**config.mk**
```make
export PLATFORM = sky130hd
export DESIGN_NAME = dclk_burst_arbiter_flat
export DESIGN_NICKNAME = d
export VERILOG_FILES = /design/src/rtl/dclk_burst_if.sv /design/src/rtl/dclk_burst_arbiter.sv /design/src/flat_wrapper.sv
export SDC_FILE = /design/constraint.sdc
export NUM_CORES = 1
export LEC_CHECK = 0
export CORE_MARGIN = 3
export CORE_UTILIZATION = 58
export CTS_CLUSTER_SIZE = 24
export DETAILED_ROUTE_END_ITERATION = 8
export HOLD_SLACK_MARGIN = 0.1
export PLACE_DENSITY = 0.85
export SLEW_MARGIN = 20
export SYNTH_ARGS = -nofsm -noshare
export SYNTH_HDL_FRONTEND = slang
export SYNTH_SLANG_ARGS = --single-unit
```
**constraint.sdc**
```tcl
create_clock -name clk -period 4.85 [get_ports clk]
set_input_delay 0.97 -clock clk [delete_from_list [all_inputs] [get_ports clk]]
set_output_delay 0.97 -clock clk [all_outputs]
set_load 0.1 [all_outputs]
```
**src/rtl/dclk_burst_if.sv**
```systemverilog
// Requester/generator signal bundle for dclk_burst_arbiter.
// DCLK_ABORT_EN adds the abort request and the aborted status.
interface dclk_burst_if #(
    parameter int LEN_W = 8
);
    logic             req0;
    logic [LEN_W-1:0] len0;
    logic             gnt0;
    logic             done0;
    logic             req1;
    logic [LEN_W-1:0] len1;
    logic             gnt1;
    logic             done1;
    logic             gen_en;
    logic             period_tick;
    logic             busy;
`ifdef DCLK_ABORT_EN
    logic             abort;
    logic             aborted;

    modport master (
        output req0, len0, req1, len1, abort,
        input  gnt0, done0, gnt1, done1, gen_en, period_tick, busy, aborted
    );
    modport slave (
        input  req0, len0, req1, len1, abort,
        output gnt0, done0, gnt1, done1, gen_en, period_tick, busy, aborted
    );
`else
    modport master (
        output req0, len0, req1, len1,
        input  gnt0, done0, gnt1, done1, gen_en, period_tick, busy
    );
    modport slave (
        input  req0, len0, req1, len1,
        output gnt0, done0, gnt1, done1, gen_en, period_tick, busy
    );
`endif
endinterface

```
**src/rtl/dclk_burst_arbiter.sv**
```systemverilog
// Round-robin owner of a shared two-phase clock generator: enables it for len periods, then gaps.
// Optional feature macro DCLK_ABORT_EN: period-aligned early termination with an aborted flag.
module dclk_burst_arbiter #(
    parameter int CLK_DIV    = 20,
    parameter int LEN_W      = 8,
    parameter int GAP_CYCLES = 2
) (
    input  logic         clk,
    input  logic         rst_n,
    dclk_burst_if.slave  bus
);
    localparam int PERIOD = 2 * CLK_DIV;
    localparam int PH_W   = (PERIOD > 1) ? $clog2(PERIOD) : 1;
    localparam int GAP_W  = (GAP_CYCLES > 1) ? $clog2(GAP_CYCLES) : 1;

    typedef enum logic [1:0] {IDLE, RUN, DONE, GAP} state_t;

    state_t           state_reg, state_next;
    logic             owner_reg, owner_next;
    logic             ptr_reg, ptr_next;
    logic [LEN_W-1:0] len_reg, len_next;
    logic [PH_W-1:0]  phase_reg, phase_next;
    logic [LEN_W-1:0] period_reg, period_next;
    logic [GAP_W-1:0] gap_reg, gap_next;
    logic             win;

    logic gnt0_reg, gnt1_reg, done0_reg, done1_reg;
    logic gen_en_reg, period_tick_reg, busy_reg;

`ifdef DCLK_ABORT_EN
    logic abort_pend_reg, abort_pend_next;
    logic cut_next;
    logic aborted_reg;
`endif

    always_ff @(posedge clk) begin
        if (!rst_n) begin
            state_reg       <= IDLE;
            owner_reg       <= 1'b0;
            ptr_reg         <= 1'b0;
            len_reg         <= '0;
            phase_reg       <= '0;
            period_reg      <= '0;
            gap_reg         <= '0;
            gnt0_reg        <= 1'b0;
            gnt1_reg        <= 1'b0;
            done0_reg       <= 1'b0;
            done1_reg       <= 1'b0;
            gen_en_reg      <= 1'b0;
            period_tick_reg <= 1'b0;
            busy_reg        <= 1'b0;
`ifdef DCLK_ABORT_EN
            abort_pend_reg  <= 1'b0;
            aborted_reg     <= 1'b0;
`endif
        end else begin
            state_reg       <= state_next;
            owner_reg       <= owner_next;
            ptr_reg         <= ptr_next;
            len_reg         <= len_next;
            phase_reg       <= phase_next;
            period_reg      <= period_next;
            gap_reg         <= gap_next;
            // Outputs are registered from the next state so they line up with it cycle for cycle.
            gnt0_reg        <= (state_next == RUN || state_next == DONE) && !owner_next;
            gnt1_reg        <= (state_next == RUN || state_next == DONE) && owner_next;
            done0_reg       <= (state_next == DONE) && !owner_next;
            done1_reg       <= (state_next == DONE) && owner_next;
            gen_en_reg      <= (state_next == RUN);
            period_tick_reg <= (state_next == RUN) && (phase_next == PH_W'(PERIOD - 1));
            busy_reg        <= (state_next != IDLE);
`ifdef DCLK_ABORT_EN
            abort_pend_reg  <= abort_pend_next;
            aborted_reg     <= (state_next == DONE) && cut_next;
`endif
        end
    end

    always_comb begin
        state_next  = state_reg;
        owner_next  = owner_reg;
        ptr_next    = ptr_reg;
        len_next    = len_reg;
        phase_next  = phase_reg;
        period_next = period_reg;
        gap_next    = gap_reg;
        win         = 1'b0;
`ifdef DCLK_ABORT_EN
        abort_pend_next = 1'b0;
        cut_next        = 1'b0;
`endif
        case (state_reg)
            IDLE: begin
                if (bus.req0 || bus.req1) begin
                    win         = (bus.req0 && bus.req1) ? ptr_reg : bus.req1;
                    owner_next  = win;
                    ptr_next    = ~win;
                    len_next    = win ? bus.len1 : bus.len0;
                    phase_next  = '0;
                    period_next = '0;
                    state_next  = (len_next == '0) ? DONE : RUN;
                end
            end
            RUN: begin
`ifdef DCLK_ABORT_EN
                abort_pend_next = abort_pend_reg || bus.abort;
`endif
                if (phase_reg == PH_W'(PERIOD - 1)) begin
                    phase_next = '0;
                    if (period_reg == len_reg - LEN_W'(1)) begin
                        state_next = DONE;
`ifdef DCLK_ABORT_EN
                        abort_pend_next = 1'b0;
                    end else if (abort_pend_reg || bus.abort) begin
                        // Abort only ever takes effect on a period boundary.
                        state_next      = DONE;
                        cut_next        = 1'b1;
                        abort_pend_next = 1'b0;
`endif
                    end else begin
                        period_next = period_reg + LEN_W'(1);
                    end
                end else begin
                    phase_next = phase_reg + PH_W'(1);
                end
            end
            DONE: begin
                gap_next   = '0;
                state_next = (GAP_CYCLES > 0) ? GAP : IDLE;
            end
            GAP: begin
                if (gap_reg == GAP_W'(GAP_CYCLES - 1)) begin
                    state_next = IDLE;
                end else begin
                    gap_next = gap_reg + GAP_W'(1);
                end
            end
            default: state_next = IDLE;
        endcase
    end

    assign bus.gnt0        = gnt0_reg;
    assign bus.gnt1        = gnt1_reg;
    assign bus.done0       = done0_reg;
    assign bus.done1       = done1_reg;
    assign bus.gen_en      = gen_en_reg;
    assign bus.period_tick = period_tick_reg;
    assign bus.busy        = busy_reg;
`ifdef DCLK_ABORT_EN
    assign bus.aborted     = aborted_reg;
`endif

endmodule

```
**src/flat_wrapper.sv**
```systemverilog
// flat-port wrapper written by rule: the top's interface ports become plain ports
module dclk_burst_arbiter_flat 
#(
    parameter int CLK_DIV    = 20,
    parameter int LEN_W      = 8,
    parameter int GAP_CYCLES = 2
)
  (clk, rst_n, bus_req0, bus_len0, bus_req1, bus_len1, bus_gnt0, bus_done0, bus_gnt1, bus_done1, bus_gen_en, bus_period_tick, bus_busy);
  dclk_burst_if #(.LEN_W(LEN_W)) bus_i ();
  input  logic clk;
  input  logic rst_n;
  input wire logic [$bits(bus_i.req0)-1:0] bus_req0;
  input wire logic [$bits(bus_i.len0)-1:0] bus_len0;
  input wire logic [$bits(bus_i.req1)-1:0] bus_req1;
  input wire logic [$bits(bus_i.len1)-1:0] bus_len1;
  output wire logic [$bits(bus_i.gnt0)-1:0] bus_gnt0;
  output wire logic [$bits(bus_i.done0)-1:0] bus_done0;
  output wire logic [$bits(bus_i.gnt1)-1:0] bus_gnt1;
  output wire logic [$bits(bus_i.done1)-1:0] bus_done1;
  output wire logic [$bits(bus_i.gen_en)-1:0] bus_gen_en;
  output wire logic [$bits(bus_i.period_tick)-1:0] bus_period_tick;
  output wire logic [$bits(bus_i.busy)-1:0] bus_busy;
  assign bus_i.req0 = bus_req0;
  assign bus_i.len0 = bus_len0;
  assign bus_i.req1 = bus_req1;
  assign bus_i.len1 = bus_len1;
  assign bus_gnt0 = bus_i.gnt0;
  assign bus_done0 = bus_i.done0;
  assign bus_gnt1 = bus_i.gnt1;
  assign bus_done1 = bus_i.done1;
  assign bus_gen_en = bus_i.gen_en;
  assign bus_period_tick = bus_i.period_tick;
  assign bus_busy = bus_i.busy;
  dclk_burst_arbiter #(.CLK_DIV(CLK_DIV), .LEN_W(LEN_W), .GAP_CYCLES(GAP_CYCLES)) u_core (.clk(clk), .rst_n(rst_n), .bus(bus_i));
endmodule
```
==> results of run 1 <==
[through the flow]
step                      hold WS, ns  total power [W]  worst slack, ns  instances  util [%]
after detailed placement       0.4656        0.0004751            1.422        289     70.24
after CTS                      0.4872        0.0007408            1.748        297     73.67
after floorplan                0.4431        0.0004304            2.180        230         -
after global placement         0.4714        0.0004710            1.541        289     70.24
after global routing           0.5187        0.0007712            1.468        297     73.67
final                          0.4866        0.0007397            1.764        297     73.67
[cells in the mapped netlist (5+ instances only)]
library cell  count
clkbuf_1          7
ha_1              6
nor2_1           23
o21ai_0          10
inv_1            10
dfxtp_1          34
mux2i_1          10
a211oi_1          9
nand2_1          20
a21oi_1           7
xnor2_1           5
xor2_1            7
nand3_1           9
and3_1            5
and2_1            6
nor3_1            9
[power breakdown]
part	total, W	leakage [nW]	internal (W)	switching [W]
Combinational	0.000159	0.588	0.0000655	0.0000933
Sequential	0.000311	0.278	0.000294	0.0000176
Clock	0.000270	0.0554	0.000161	0.000108
Total	0.000740	0.922	0.000520	0.000219
[path summary, 6_finish.rpt]
| check | cells after the start | slack [ns] | end |
|---|---|---|---|
| worst max-delay path | 13 | 1.76 | u_core.bus.period_tick |
| worst min-delay path | 1 | 0.49 | u_core.ptr_reg |
| worst max register to register | 13 | 1.77 | u_core.bus.period_tick |
| worst min register to register | 1 | 0.49 | u_core.ptr_reg |
[layout make-up]
cell class | instances | area share, %
inverters | 11 | 1.806
repair buffers | 27 | 11.71
clock inverters | 3 | 3.010
clock buffers | 5 | 1.642
well taps | 44 | 2.408
multi-input cells | 173 | 49.64
flip-flops and latches | 34 | 29.78
[routing by layer]
metal  up-vias  part of all wire, %  wire length [µm]  track usage [%]
met5         -                    0                 0                0
met4         0                  1.9                81            9.973
met3         8                  4.1               171            5.348
met2        37                   47              1950            37.42
met1       815                   47              1953            27.99
li1        875                    -                 -                -
[placed cells by master (no fill, tap or decap), drive strengths merged, types with 2 or more instances in the layout]
cell type and instances:
dfxtp 34, clkdlybuf4s50 26, nor2 23, nand2 20, inv 10, o21ai 10, mux2i 10, a211oi 9
nor3 9, nand3 9, a21oi 7, xor2 7, and2 6, ha 6, xnor2 5, and3 5
clkbuf 5, nand4 4, or3 4, nor2b 3, a41oi 3, o22ai 3, a22oi 3, or2 3
nor4 3, o211a 2, mux2 2, a311oi 2, bufinv 2, nand2b 2, o21bai 2, clkinv 2
[cell families (layout without fill, tap and decap cells)]
kind of cell | after synthesis | count (layout) | synth area share [%]
AO/OA/AOI/OAI | 51 | 51 | 18.83
XOR/XNOR | 12 | 12 | 5.512
adder cells (fa/ha/maj) | 6 | 6 | 3.937
buffers and inverters | 23 | 46 | 4.790
flip-flops | 34 | 34 | 35.70
multiplexers | 12 | 12 | 6.431
AND/OR/NAND/NOR | 92 | 92 | 24.80
==> key figures, run 1 <==
Cells and area
  • Fill cells: 257
  • N_diodes: 0
  • Fin area: about 2300 µm²
  • Area grow syn2layout: 19.88%
  • Multi-input logic area: 1135 µm²
  • Final nets: between 200 and 300
  • Share of layout cells above drive strength 1: under 10%
  • Storage element area: around 680 µm²

Floorplanning
  • Die area: ~4000 µm²
  • # rows: 20
  • Starting Density: approximately 61%
  • DIE HEIGHT: ~63 µm
  • Die width: about 63 µm
  • Core area: ~3100 µm²
  • Top-level I/O count: 27

Setup path
  • Crit path max fanout: 9
  • CP top delay family: buffers and inverters
  • CP Data Arrival Time: between 3 and 4 ns
  • Crit. Startpoint: bus_req0
  • Most common cell on crit path: inv_1
  • CP Cell Sequence: clkdlybuf4s50_1 > inv_1 > o21ai_0 > buf_4 > mux2i_1 > nand4_1 > o31ai_1 > a21o_1 > inv_1 > ha_1 > and2_1 > nand2_1 > nor3_1
  • Delay of the slowest critical-path stage: 0.55 ns
  • Slowest library cell on the worst path: clkdlybuf4s50_1
  • Startpoint Class: input port
  • Critical setup path kind: input port to register
  • Critical path buffer and inverter count: 4
  • Critical register-to-register path startpoint: u_core.len_reg[0]
  • Crit end category: register
  • Critical Path RT: roughly 5.1 ns

Worst hold path
  • Min-delay worst type: register to register
  • HP Start: u_core.ptr_reg

Clocking
  • Worst skew pair latency: around 0.35 ns
  • Hold buffers post-CTS: 0
  • Num CTS Buffers: 5
  • Bufs on Longest Clock Path: 2
  • Clock root buffer: clkbuf_4
  • Htree depth: 2
  • Post-CTS setup buffers: 0
  • Post-CTS sizing: 0
  • Clock slew at reported path FFs: roughly 0.12 ns
  • Sink Count: 34
  • TritonCTS clock tree: yes

Synthesis
  • Cell area after synthesis: approximately 1900 µm²
  • Area share of the largest cell type after synthesis: approximately 36%
  • Synth area leader: dfxtp_1
  • Post-synth EDFFs: 0
  • Distinct cell type count after synthesis: 47
  • Seq/Total Area, Yosys: about 36%
  • Ys flop type: dfxtp_1
  • Area contributors post-synth: dfxtp_1 (36%), mux2i_1 (5.2%), nor2_1 (4.5%), ha_1 (3.9%), nand2_1 (3.9%)
  • Yosys warns: 0
  • Synthesis-stage register bit count: 34
  • Syn nets: roughly 260
  • Ys async rst share: 0%
  • Cells after Synth: 230
  • Synth Area per Inst: approximately 8.3 µm²

Status
  • Status: finished, final reports clean

Timing
  • Final min period: between 3 and 4 ns
  • Final Max Tran Viols: 0
  • Setup TNS: 0 ns
  • Clock skew: 0.01241 ns
  • Final Hold Fails: 0
  • Max-slew headroom at the worst pin: between 30% and 40%
  • Unrepaired setup endpoints after global routing: no
  • Peak Freq: 324.0 MHz
  • Tcrit/Tclk final: around 64%
  • Final setup viols: 0
  • Slew of the pin with the lowest slew margin: approximately 0.99 ns

Pwr
  • Peak VDD IR: between 200 and 250 µV
  • Leak: between 0.9 and 1 nW
  • Power density cells: around 320 nW/µm²

GRT
  • Initial antenna violation count: 0
  • Number of global-route vias before repair: between 1500 and 2000
  • First-pass GRT wire length: a little over 7000 µm
  • Pin count of the biggest net entering global routing: 19
  • Total grt overflow: 0
  • GR Util All Layers: between 20% and 30%

Route
  • Vias per cell: roughly 6
  • Remaining DRCs: 0
  • Iteration-0 DRC Markers: 134
  • Final antenna-violating net count: 0
  • DR WL/cell: approximately 14 µm
  • Final wirelength: about 4200 µm
  • DR vias: approximately 1700
  • First-pass DRT Iterations: 4

Placed design
  • Dpl hpwl: 3052 µm
  • Post-DP Area: about 2200 µm²
  • Final RePlAce weighted congestion: roughly 0.83
  • Port Buffers: 26

Job
  • Max-cap viol count: 0
Note: power is estimated with default switching activity, not from simulation.
==> run 2, diff against run 1 <==
--- a/config.mk
+++ b/config.mk
@@ -6,11 +6,11 @@
 export NUM_CORES = 1
 export LEC_CHECK = 0
 export CORE_MARGIN = 3
-export CORE_UTILIZATION = 58
+export CORE_UTILIZATION = 49
 export CTS_CLUSTER_SIZE = 24
 export DETAILED_ROUTE_END_ITERATION = 8
 export HOLD_SLACK_MARGIN = 0.1
-export PLACE_DENSITY = 0.85
+export PLACE_DENSITY = 0.77
 export SLEW_MARGIN = 20
 export SYNTH_ARGS = -nofsm -noshare
 export SYNTH_HDL_FRONTEND = slang
==> constraint.sdc (replaced) <==
create_clock -name clk -period 2.7 [get_ports clk]
set_input_delay 0.54 -clock clk [delete_from_list [all_inputs] [get_ports clk]]
set_output_delay 0.54 -clock clk [all_outputs]
set_load 0.1 [all_outputs]
==> run 2 against run 1 <==
  * Sequential share of layout area down 2.9 points
  * Clock-buffer cell count unchanged
  * Via count up 5.4%
  * Combinational power up 130%
==> key figures, run 2 (synthesis gave the netlist of run 1 again) <==
GRT
  • Initial antenna violation count: 0
  • Pin count of the biggest net entering global routing: 18
  • GR Util All Layers: a little over a fifth
  • Total grt overflow: 0
  • First-pass GRT wire length: just over 7000 µm
  • Number of global-route vias before repair: around 1700

Timing
  • Peak Freq: 390.7 MHz
  • Final Max Tran Viols: 0
  • Final setup viols: 0
  • Max-slew headroom at the worst pin: between 70% and 80%
  • Tcrit/Tclk final: between 90 and 100%
  • Final Hold Fails: 0
  • Final setup margin: about 0.14 ns
  • Final min period: 2.559 ns
  • Setup TNS: 0 ns
  • Slew of the pin with the lowest slew margin: 0.3701 ns
  • Clock skew: around 0.0067 ns

Clocking
  • Clock slew at reported path FFs: 0.07 ns
  • Clock root buffer: clkbuf_8
  • Bufs on Longest Clock Path: 2
  • TritonCTS clock tree: yes
  • Sink Count: 34
  • Post-CTS setup buffers: 0
  • Hold buffers post-CTS: 0
  • Worst skew pair latency: a little under 0.3 ns
  • Num CTS Buffers: 5
  • Htree depth: 2

Route
  • Remaining DRCs: 0
  • Iteration-0 DRC Markers: 74
  • DR WL/cell: between 10 and 15 µm
  • Vias per cell: between 5 and 6
  • DR vias: ~1800
  • Final antenna-violating net count: 0
  • First-pass DRT Iterations: 4
  • Final wirelength: approximately 4600 µm

Setup path
  • Most common cell on crit path: inv_1
  • Crit end category: register
  • Slowest library cell on the worst path: clkdlybuf4s50_1
  • Crit path max fanout: 5
  • Critical path buffer and inverter count: 4
  • CP top delay family: buffers and inverters
  • Critical setup path kind: input port to register
  • CP Data Arrival Time: around 2.7 ns
  • Startpoint Class: input port
  • Delay of the slowest critical-path stage: roughly 0.47 ns
  • CP Cell Sequence: clkdlybuf4s50_1 > inv_1 > o21ai_1 > buf_4 > mux2i_2 > nand4_1 > o21ai_0 > o211a_1 > inv_1 > ha_1 > and2_1 > nand2_1 > nor3_1
  • Critical Path RT: approximately 2.9 ns

Cells and area
  • N_diodes: 0
  • Utilization after layout: about two thirds
  • Commonest non-fill, non-tap cell in the layout: dfxtp_1
  • Most frequent cells in the layout: dfxtp_1 (33), buf_4 (31), nor2_1 (23)
  • Share of layout cells above drive strength 1: a little over a fifth
  • Area grow syn2layout: 33.20%
  • Final nets: roughly 300

Pwr
  • Leak: about 1.0 nW
  • Power density cells: roughly 550 nW/µm²
  • Peak VDD IR: approximately 400 µV

Floorplanning
  • # rows: 22
  • Core area: around 3700 µm²
  • DIE HEIGHT: around 70 µm
  • Die area: roughly 4700 µm²
  • Top-level I/O count: 27
  • Starting Density: between 50% and 60%
  • Die width: a little under 70 µm

Job
  • Max-cap viol count: 0

Placed design
  • Pre-CTS setup slack: -0.1869 ns
  • Dpl hpwl: ~3400 µm
  • Port Buffers: 26
  • Final RePlAce weighted congestion: about 0.83

Worst hold path
  • Min-delay worst type: register to register

Status
  • Status: finished, final reports clean
[run 2: cell types whose count changed in the layout (fill, tap and decap cells not counted), sizes merged]
cell / before / now
clkinvlp: 0 / 2
clkdlybuf4s50: 26 / 19
clkinv: 2 / 1
buf: 1 / 32
bufinv: 2 / 1
[run 2: timing repair]
item,CTS,global route
pin swaps,3,4
setup endpoints to repair,4,4
cloned,0,1
gates resized for setup,4,14
[run 2: report_power, final]
| group | total [W] | internal [W] | leakage, nW | switching [W] |
|---|---|---|---|---|
| logic | 0.000358 | 0.000166 | 0.712 | 0.000192 |
| registers | 0.000556 | 0.000528 | 0.278 | 0.0000287 |
| clock network | 0.000475 | 0.000274 | 0.0504 | 0.000200 |
[run 2: worst paths after layout]
kind                                        start                endpoint  slack (ns)  cells past startpoint
worst max register to register  u_core.len_reg[0]  u_core.bus.period_tick        0.18                     13
worst min register to register     u_core.ptr_reg          u_core.ptr_reg        0.50                      1
worst min-delay path               u_core.ptr_reg          u_core.ptr_reg        0.50                      1
worst max-delay path                     bus_req0  u_core.bus.period_tick        0.14                     13
[run 2: layer usage]
| metal | track usage, % | wire length (µm) | share of wire [%] | vias up |
|---|---|---|---|---|
| li1 | - | - | - | 920 |
| met1 | 25.55 | 2109 | 46 | 853 |
| met2 | 34.21 | 2248 | 49 | 46 |
| met3 | 4.433 | 163 | 3.5 | 9 |
| met4 | 10.17 | 87 | 1.9 | 0 |
| met5 | 0 | 0 | 0 | - |
[run 2: cell type report]
| class | count | area, µm² |
|---|---|---|
| Clock buffer | 5 | 68.82 |
| Timing Repair Buffer | 51 | 427.9 |
| Clock inverter | 3 | 45.04 |
| Fill cell | 310 | 1176 |
| Tap cell | 48 | 60.06 |
| Sequential cell | 34 | 681.9 |
| Inverter | 11 | 41.29 |
| Multi-Input combinational cell | 173 | 1215 |
[run 2: per-stage QoR]
step           total power [W]  hold slack (ns)  cell area [µm²]  cells
2_1_floorplan        0.0007731           0.4431             1907    230
3_3_place_gp         0.0008858           0.4633             2340    316
3_5_place_dp         0.0008956           0.4809             2340    316
4_1_cts               0.001369           0.4968             2472    324
5_1_grt               0.001448           0.5244             2540    325
6_report              0.001389           0.4973             2540    325
